--- src/rtl/wrapper_pkg.sv ---
// Shared types and constants for the valid/ready packet construct wrapper.
package wrapper_pkg;
  localparam int WORD_WIDTH     = 32;
  localparam int BYTES_PER_WORD = 4;

  typedef enum logic {
    EMPTY = 1'b0,
    FULL  = 1'b1
  } out_state_e;

  function automatic int calc_idxw(input int packet_width);
    return $clog2(packet_width / WORD_WIDTH);
  endfunction
endpackage

--- src/rtl/wrapper_vr_out_stage.sv ---
// Single-entry registered valid/ready stage; holds data stable until handshake.
module wrapper_vr_out_stage
  import wrapper_pkg::*;
#(
  parameter int W = 513
) (
  input  logic         hclk,
  input  logic         hresetn,
  input  logic [W-1:0] in_data_i,
  input  logic         in_valid_i,
  output logic         in_ready_o,
  output logic [W-1:0] out_data_o,
  output logic         out_valid_o,
  input  logic         out_ready_i
);
  out_state_e   state_q, state_d;
  logic [W-1:0] data_q;
  logic         load;

  // Accept a new entry when empty or when the current one leaves this edge.
  assign in_ready_o  = (state_q == EMPTY) | out_ready_i;
  assign load        = in_valid_i & in_ready_o;
  assign out_valid_o = (state_q == FULL);
  assign out_data_o  = data_q;

  always_comb begin
    state_d = state_q;
    case (state_q)
      EMPTY:   if (load) state_d = FULL;
      FULL:    if (out_ready_i & ~load) state_d = EMPTY;
      default: state_d = EMPTY;
    endcase
  end

  always_ff @(posedge hclk or negedge hresetn) begin
    if (!hresetn) begin
      state_q <= EMPTY;
      data_q  <= '0;
    end else begin
      state_q <= state_d;
      if (load) data_q <= in_data_i;
    end
  end
endmodule

--- src/rtl/wrapper_vr_packet_construct.sv ---
// Assembles 32-bit strobed register writes into PACKETWIDTH-bit packets and
// streams them to the engine through a registered valid/ready stage.
module wrapper_vr_packet_construct
  import wrapper_pkg::*;
#(
  parameter int ADDRWIDTH   = 11,
  parameter int PACKETWIDTH = 512
) (
  input  logic                   hclk,
  input  logic                   hresetn,
  input  logic [ADDRWIDTH-1:0]   addr,
  input  logic                   read_en,
  input  logic                   write_en,
  input  logic [3:0]             byte_strobe,
  input  logic [31:0]            wdata,
  output logic [31:0]            rdata,
  output logic                   wready,
  output logic                   rready,
  output logic [PACKETWIDTH-1:0] data_out,
  output logic                   data_out_last,
  output logic                   data_out_valid,
  input  logic                   data_out_ready
);
  localparam int WORDS = PACKETWIDTH / WORD_WIDTH;
  localparam int IDXW  = calc_idxw(PACKETWIDTH);

  if (ADDRWIDTH < IDXW + 3) begin : g_addr_chk
    $error("ADDRWIDTH too small for PACKETWIDTH word index plus last alias");
  end

  logic [WORDS-1:0][WORD_WIDTH-1:0] asm_q, asm_d;
  logic                             asm_full_q, asm_full_d;
  logic                             asm_last_q, asm_last_d;
  logic [IDXW-1:0]                  idx;
  logic                             wr_acc, in_ready, xfer;
  logic                             unused_in;

  assign idx       = addr[IDXW+1:2];
  assign wready    = ~asm_full_q;
  assign wr_acc    = write_en & ~asm_full_q;
  assign xfer      = asm_full_q & in_ready;
  assign rdata     = asm_q[idx];
  assign rready    = 1'b1;
  assign unused_in = ^{addr, read_en};

  // Writes are blocked while full and transfers need full, so both never coincide.
  always_comb begin
    asm_d      = asm_q;
    asm_full_d = asm_full_q;
    asm_last_d = asm_last_q;
    if (xfer) begin
      asm_d      = '0;
      asm_full_d = 1'b0;
      asm_last_d = 1'b0;
    end else if (wr_acc) begin
      for (int b = 0; b < BYTES_PER_WORD; b++)
        if (byte_strobe[b]) asm_d[idx][8*b +: 8] = wdata[8*b +: 8];
      if (idx == IDXW'(WORDS - 1)) begin
        asm_full_d = 1'b1;
        asm_last_d = addr[ADDRWIDTH-1];
      end
    end
  end

  always_ff @(posedge hclk or negedge hresetn) begin
    if (!hresetn) begin
      asm_q      <= '0;
      asm_full_q <= 1'b0;
      asm_last_q <= 1'b0;
    end else begin
      asm_q      <= asm_d;
      asm_full_q <= asm_full_d;
      asm_last_q <= asm_last_d;
    end
  end

  wrapper_vr_out_stage #(.W(PACKETWIDTH + 1)) u_out (
    .hclk        (hclk),
    .hresetn     (hresetn),
    .in_data_i   ({asm_last_q, asm_q}),
    .in_valid_i  (asm_full_q),
    .in_ready_o  (in_ready),
    .out_data_o  ({data_out_last, data_out}),
    .out_valid_o (data_out_valid),
    .out_ready_i (data_out_ready)
  );
endmodule

--- config.mk ---
export PLATFORM = sky130hd
export DESIGN_NAME = wrapper_vr_packet_construct
export DESIGN_NICKNAME = d
export VERILOG_FILES = /design/src/rtl/wrapper_pkg.sv /design/src/rtl/wrapper_vr_out_stage.sv /design/src/rtl/wrapper_vr_packet_construct.sv
export SDC_FILE = /design/constraint.sdc
export NUM_CORES = 1
export LEC_CHECK = 0
export CORE_AREA = 2 2 312 314
export CTS_CLUSTER_DIAMETER = 50
export DETAILED_ROUTE_END_ITERATION = 16
export DIE_AREA = 0 0 314 316
export GPL_TIMING_DRIVEN = 0
export PLACE_DENSITY = 0.7
export SYNTH_ARGS = -nofsm -noshare
export SYNTH_HDL_FRONTEND = slang
export SYNTH_SLANG_ARGS = --single-unit
--- constraint.sdc ---
create_clock -name hclk -period 3.4 [get_ports hclk]
set_input_delay 0.34 -clock hclk [delete_from_list [all_inputs] [get_ports hclk]]
set_output_delay 0.34 -clock hclk [all_outputs]
set_load 0.03 [all_outputs]
==> results of run 1 <==
[cell type report]
type | count | area, um^2 | area share, %
antenna | 4 | 10.0 | 0.0178
clock inverter | 49 | 558 | 0.990
buffer | 320 | 1470 | 2.60
sequential | 1028 | 25700 | 45.6
inverter | 1 | 3.75 | 0.00666
timing repair buffer | 597 | 6030 | 10.7
multi-input combinational | 1883 | 17700 | 31.3
clock buffer | 161 | 3310 | 5.88
tap | 1276 | 1600 | 2.83
[per-layer routing]
metal  wire length [um]  share of wire (%)  up-vias  track usage (%)
li1                   -                  -    13700                -
met3              13500                8.2      301             6.97
met5                 42              0.026        -                0
met2              76900                 47     1573             51.5
met1              65600                 40    17500             44.1
met4               7660                4.7        8             14.2
[worst max-delay path, delay by kind of cell]
family / cells / cell delay, ns
AOI/OAI and AO/OA: 1 / 0.11
buffers and inverters: 6 / 2.07
and+or+nand+nor: 2 / 0.46
[path summary, 6_finish.rpt]
path,to,cells past startpoint
worst max-delay path,rdata[11],9
worst min register to register,u_out.out_data_o[118]$_DFFE_PN0N_,1
worst min-delay path,asm_q[93]$_DFFE_PN0P_,2
max in group asynchronous,u_out.out_data_o[456]$_DFFE_PN0N_,5
min in group hclk,asm_last_q$_DFFE_PN0P_,3
worst max register to register,u_out.out_data_o[324]$_DFFE_PN0N_,6
[stage by stage]
| step | total power (uW) | hold slack, ns |
|---|---|---|
| 2_1_floorplan | 19400 | 0.0444 |
| 3_3_place_gp | 23300 | 0.488 |
| 3_5_place_dp | 23400 | 0.308 |
| 4_1_cts | 36000 | 0.187 |
| 5_1_grt | 37000 | 0.226 |
| 6_report | 35900 | 0.196 |
[timing repair]
item | CTS | global route
endpoints found under the setup margin | 32 | 17
hold buffers | 1 | 0
resized for setup | 50 | 29
endpoints found under the hold margin | 76 | 0
[sequential cells by signal (all words and copies together) (netlist names)]
register,cells
asm_full_q,1
asm_last_q,1
asm_q,512
u_out.out_data_o,513
u_out.out_valid_o,1
[power by group through the flow]
stage,sequential (uW),combinational (uW),clock (uW)
6_report,15500,7640,12800
5_1_grt,15700,7990,13400
4_1_cts,15500,7690,12800
3_5_place_dp,15700,7700,0
3_3_place_gp,15800,7520,0
2_1_floorplan,16800,2580,0
[Yosys cell counts (all sizes together)]
library cell | count | area share [%]
nand2 | 92 | 0.77
nor2b | 2 | 0.028
a21oi | 24 | 0.27
dfrtp | 1028 | 57
nor4 | 1 | 0.028
o21ai | 25 | 0.28
and3 | 457 | 6.4
and2 | 2 | 0.028
a21boi | 32 | 0.54
mux2 | 545 | 14
nand2b | 1 | 0.014
a31o | 457 | 8.9
nand3b | 3 | 0.050
or4 | 1 | 0.017
nor4bb | 6 | 0.13
nand3 | 28 | 0.35
nor4b | 4 | 0.21
and3b | 4 | 0.078
and4b | 5 | 0.11
inv | 1 | 0.0084
mux4 | 128 | 6.4
buf | 125 | 1.6
clkbuf | 195 | 1.6
nor2 | 1 | 0.0084
a22oi | 64 | 1.1
conb | 1 | 0.0084
[kinds of logic (layout without fill, tap and decap cells)]
family                 Yosys count  in the layout  share of synthesized area [%]
other                            1              5                        0.00836
and+or+nand+nor                607            607                           8.20
DFF                           1028           1028                           57.4
AOI/OAI and AO/OA              602            602                           11.1
buffers and inverters          321           1128                           3.24
muxes                          673            673                           20.1
==> summary.md, run 1 <==
| Metric | Value |
|---|---|
| Initial Util | 46.7% |
| Critical-path cell list | clkdlybuf4s50_1, clkbuf_2, buf_4, and2_1, buf_4, clkbuf_2, a22oi_1, nand2_1, clkdlybuf4s15_1 |
| Hold Path Class | input port to asynchronous set/reset pin |
| Die Height | 316 um |
| Pint | 24,900 uW |
| Die area | 99,200 um^2 |
| LEAKAGE | 0.0277 uW |
| Fin util | 58.7% |
| Drc violations | 0 |
| Cells after synthesis | 3,232 |
| DRT iter0 DRCs | 3,201 |
| Design area | 56,400 um^2 |
| Synthesized area per cell | 13.9 um^2 |
| Row Count | 114 |
| Antenna Nets Post-Route | 0 |
| Commonest non-fill, non-tap cell in the layout | dfrtp_1 |
| Worst Tran Pin Value | 1.11 ns |
| Root Buffer | clkbuf_16 |
| Reg2reg setup slack | 0.36 ns |
| Postcts setup bufs | 0 |
| Final period utilization | 98.1% |
| Post-synthesis instance area | 44,800 um^2 |
| Bufs on Longest Clock Path | 3 |
| Nets@finish | 3,997 |
| Number of max-cap violations | 0 |
| IO Count | 600 |
| Fin. Hold Viols | 0 |
| CP Data Arrival Time | 2.99 ns |
| Place WS | -0.595 ns |
| HPWL Detailed | 126,000 um |
| Register share of total power | 43.2% |
| Critical path type | input port to output pin |
| Wire length per cell | 30.8 um |
| Clk_lat worst skew | 0.69 ns |
| GRT Residual Overflow | 0 |
| Yosys cell types | 33 |
| CP max stage delay | 0.52 ns |
| Sw Share | 30.8% |
| Tmin final | 3.33 ns |
| Seq cells post-synth | 1,028 |
| CP Max Fanout | 10 |
| RSZ-0062 raised after global routing | false |
| Largest net degree at the start of global routing | 169 |
| TNS Setup | 0 ns |
| Final WS setup | 0.0655 ns |
| CP max stage cell | clkdlybuf4s50_1 |
| Seq/Total Area, Yosys | 57.4% |
| Placed Area | 52,500 um^2 |
| Final setup viols | 0 |
| Fin cells | 5,319 |
| Clock network power share | 35.5% |
| Vias in the first global route | 33.0k |
| Startpoint types | input port |
| Cell Pwr Density | 637 nW/um^2 |
| Psw | 11,000 uW |
| Die X-Extent | 314 um |
| Req. time, crit path | 3.06 ns |
| Core area | 96,000 um^2 |
| Input/output buffers | 589 |
| Total GRT Usage | 32.7% |
| First-pass GRT wire length | 235,000 um |
| RR Startpoint | u_out.out_valid_o$_DFF_PN0_ |
| # placed instances | 5,104 |
| Outcome | complete, no violations |
| Fill cells | 7,806 |
| Comb pwr share | 21.3% |
| Share of layout cells above drive strength 1 | 36.4% |
| Peak supply drop | 0.404 mV |
| Initial antenna violation count | 10 |
| CP Launch Point | addr[4] |
| Max Clk Rate | 300 MHz |
| Routability cong. | 0.935 |
| CTS Buf Count | 114 |
| Synth warn | 0 |
| Vias per Instance | 6.22 |
| Syn-to-layout area delta | 25.7% |
| 1st-pass router iterations | 6 |
| Worst setup EP type | output pin |
| Via Count | 33.1k |
| Fin. max-slew vios | 0 |
| CTS tree | built |
| Slew headroom | 26.3% |
| Clk_skew | 0.0275 ns |
| Clk sinks | 1,028 |
| Clock-pin transition on the worst setup and hold timing paths | 0.06 ns |
| Total detailed-routing wirelength | 164,000 um |
| Mapped Nets | 3,284 |
| Commonest non-fill, non-tap cells in the layout | dfrtp_1, clkdlybuf4s50_1, mux2_2, and3_1, a31o_2 |
| CTS H-tree lvls | 3 |
No activity file was read; power rests on OpenSTA's default activity.
==> inputs of run 2 (changes only) <==
--- a/config.mk
+++ b/config.mk
@@ -9,8 +9,8 @@
 export CTS_CLUSTER_DIAMETER = 50
 export DETAILED_ROUTE_END_ITERATION = 16
 export DIE_AREA = 0 0 314 316
+export DONT_BUFFER_PORTS = 1
 export GPL_TIMING_DRIVEN = 0
-export PLACE_DENSITY = 0.7
 export SYNTH_ARGS = -nofsm -noshare
 export SYNTH_HDL_FRONTEND = slang
 export SYNTH_SLANG_ARGS = --single-unit
==> summary.md, run 2 (synthesized netlist as in run 1, its figures left out) <==
| Metric | Value |
|---|---|
| CP Max Fanout | 10 (unchanged) |
| Wire length per cell | 36.0 um (was 30.8 um) |
| Register share of total power | 51.0% (was 43.2%) |
| Buf/Inv on CP | 4 (was 6) |
| WL met2 | 80,300 um (was 76,900 um) |
| LEAKAGE | 0.0257 uW (was 0.0277 uW) |
| Initial antenna violation count | 20 (was 10) |
| Largest register FFs | 513 (unchanged) |
| Clk_skew | 0.0252 ns (was 0.0275 ns) |
| Resize count post-CTS | 0 (was 50) |
| Syn-to-layout area delta | 13.7% (was 25.7%) |
| Root Buffer | clkbuf_16 (unchanged) |
| CP max stage delay | 0.88 ns (was 0.52 ns) |
| Number of max-cap violations | 0 (unchanged) |
| Final period utilization | 99.0% (was 98.1%) |
| Commonest non-fill, non-tap cells in the layout | dfrtp_1, mux2_2, and3_1, a31o_2, clkbuf_1 (was dfrtp_1, clkdlybuf4s50_1, mux2_2, and3_1, a31o_2) |
| Area of the multi-input gates | 17,700 um^2 (about the same) |
| Clk sinks | 1,028 (unchanged) |
| Pint | 23,800 uW (was 24,900 uW) |
| Failing checks | hold timing, slew limit |
| Fin. Hold Viols | 251 (was 0) |
| Drc violations | 0 (unchanged) |
| Share of layout cells above drive strength 1 | 41.7% (was 36.4%) |
| Met1 wire length | 65,100 um (was 65,600 um) |
| Via Count | 31.6k (was 33.1k) |
| TNS Setup | 0 ns (unchanged) |
| Clock-pin transition on the worst setup and hold timing paths | 0.06 ns (about the same) |
| Largest net degree at the start of global routing | 1,029 (was 169) |
| Input/output buffers | 0 (was 589) |
| Fin. max-slew vios | 968 (was 0) |
| Outcome | finished, violations left (was complete, no violations) |
| Hold Path Class | input port to asynchronous set/reset pin (unchanged) |
| RSZ-0062 raised after global routing | false (unchanged) |
| First-pass GRT wire length | 244,000 um (was 235,000 um) |
| Initial Util | 46.7% (unchanged) |
| Fill cells | 8,072 (was 7,806) |
| Critical path type | input port to output pin (unchanged) |
| Tmin final | 3.37 ns (was 3.33 ns) |
| Startpoint types | input port (unchanged) |
| WHS | -0.633 ns (was 0.196 ns) |
| Vias in the first global route | 31.9k (was 33.0k) |
| Clock network power share | 38.8% (was 35.5%) |
| Nets@finish | 3,441 (was 3,997) |
| Antenna Nets Post-Route | 0 (unchanged) |
| FF/Latch Area | 25,700 um^2 (unchanged) |
| Worst setup EP type | output pin (unchanged) |
| Vias per Instance | 6.61 (was 6.22) |
| IO Count | 600 (unchanged) |
| Sw Share | 31.4% (was 30.8%) |
| WL met3 | 19,200 um (was 13,500 um) |
| Worst R2R End | u_out.out_data_o[455]$_DFFE_PN0N_ (was u_out.out_data_o[324]$_DFFE_PN0N_) |
| GRT Residual Overflow | 0 (unchanged) |
| Max Clk Rate | 297 MHz (was 300 MHz) |
| Peak supply drop | 0.393 mV (was 0.404 mV) |
| Critical-path cell list | buf_4, buf_6, buf_2, buf_1, mux4_2, a22oi_1, nand2_1 (was clkdlybuf4s50_1, clkbuf_2, buf_4, and2_1, buf_4, clkbuf_2, a22oi_1, nand2_1, clkdlybuf4s15_1) |
| Slew headroom | -239% (was 26.3%) |
| CP max stage cell | buf_1 (was clkdlybuf4s50_1) |
| Reg2reg setup slack | 0.29 ns (was 0.36 ns) |
| RR Startpoint | u_out.out_valid_o$_DFF_PN0_ (unchanged) |
| Bufs on Longest Clock Path | 3 (unchanged) |
| Commonest non-fill, non-tap cell in the layout | dfrtp_1 (unchanged) |
| CTS H-tree lvls | 3 (unchanged) |
| Row Count | 114 (unchanged) |
| HPWL Detailed | 130,000 um (was 126,000 um) |
| Req. time, crit path | 3.06 ns (about the same) |
| 1st-pass router iterations | 5 (was 6) |
| Die X-Extent | 314 um (unchanged) |
| Reg2reg path depth | 6 (unchanged) |
| Max layer used | met5 (unchanged) |
| DRT iter0 DRCs | 3,430 (was 3,201) |
| CTS tree | built (unchanged) |
| CP Data Arrival Time | 3.03 ns (was 2.99 ns) |
| Die area | 99,200 um^2 (unchanged) |
| Final setup viols | 0 (unchanged) |
| Clk_lat worst skew | 0.71 ns (was 0.69 ns) |
| Cell Pwr Density | 680 nW/um^2 (was 637 nW/um^2) |
| PnR Total Power | 34,700 uW (was 35,900 uW) |
| Total detailed-routing wirelength | 172,000 um (was 164,000 um) |
| CP top delay family | buffers and inverters (unchanged) |
| Total GRT Usage | 34.4% (was 32.7%) |
| Core area | 96,000 um^2 (unchanged) |
| Worst Tran Pin Value | 5.09 ns (was 1.11 ns) |
| CTS Buf Count | 120 (was 114) |
| # hold bufs at CTS | 35 (was 1) |
| Comb pwr share | 10.2% (was 21.3%) |
| Routability cong. | 0.970 (was 0.935) |
| Die Height | 316 um (unchanged) |
| Psw | 10,900 uW (was 11,000 uW) |
run 2: cell count changes in the layout (fill, tap and decap cells not counted), sizes merged, moves of 4 or more:
| cell | previous run | this run |
|---|---|---|
| dlygate4sd2 | 14 | 0 |
| inv | 9 | 17 |
| clkdlybuf4s15 | 4 | 0 |
| diode | 4 | 15 |
| buf | 133 | 125 |
| dlygate4sd3 | 1 | 35 |
| clkbuf | 368 | 350 |
| bufinv | 9 | 14 |
| clkdlybuf4s50 | 557 | 0 |
run 2: layout make-up:
class | count | area share [%]
multi-input combinational | 1883 | 34.7
inverter | 1 | 0.00736
antenna | 15 | 0.0736
tap | 1276 | 3.13
clock inverter | 65 | 1.58
sequential | 1028 | 50.5
buffer | 320 | 2.84
clock buffer | 155 | 6.54
timing repair buffer | 35 | 0.687
run 2: layer usage:
layer  global-route usage [%]  vias to the layer above
met5                        0                        -
met4                     13.7                       10
met3                     11.8                      314
met2                     54.6                     1711
met1                     43.3                    16900
li1                         -                    12600
run 2: worst max-delay path by stage:
| stage | startpoint | end | cells after the start |
|---|---|---|---|
| final | addr[3] | rdata[0] | 7 |
| after global routing | addr[3] | rdata[0] | 7 |
| after CTS | addr[3] | rdata[0] | 7 |
| after detailed placement | addr[3] | rdata[0] | 7 |
| after global placement | addr[3] | rdata[0] | 7 |
| after floorplan | addr[2] | rdata[11] | 7 |
run 2: stage by stage:
| stage | cells | cell area [um^2] | hold slack [ns] | setup WS (ns) | util (%) |
|---|---|---|---|---|---|
| after CTS | 4763 | 50900 | -0.628 | 0.0535 | 53.1 |
| after detailed placement | 4508 | 46400 | 0.113 | 0.0202 | 48.4 |
| after global routing | 4768 | 50900 | -0.666 | 0.0343 | 53.1 |
| final | 4778 | 51000 | -0.633 | 0.0349 | 53.1 |
| after global placement | 4508 | 46400 | 0.108 | 0.0464 | 48.4 |
| after floorplan | 3232 | 44800 | 0.0444 | 1.16 | - |
run 2: timing repair:
action | CTS | global route
setup buffers | 0 | 0
endpoints found under the setup margin | 0 | 0
hold endpoints to repair | 1237 | 1028
run 2: power by group through the flow:
| stage | Sequential [uW] | Clock [uW] | Combinational [uW] |
|---|---|---|---|
| global route | 17800 | 14100 | 3750 |
| global placement | 17800 | 0 | 3300 |
| floorplan | 16800 | 0 | 2580 |
| finish | 17700 | 13500 | 3550 |
| CTS | 17600 | 13600 | 3510 |
| detailed placement | 17900 | 0 | 3420 |
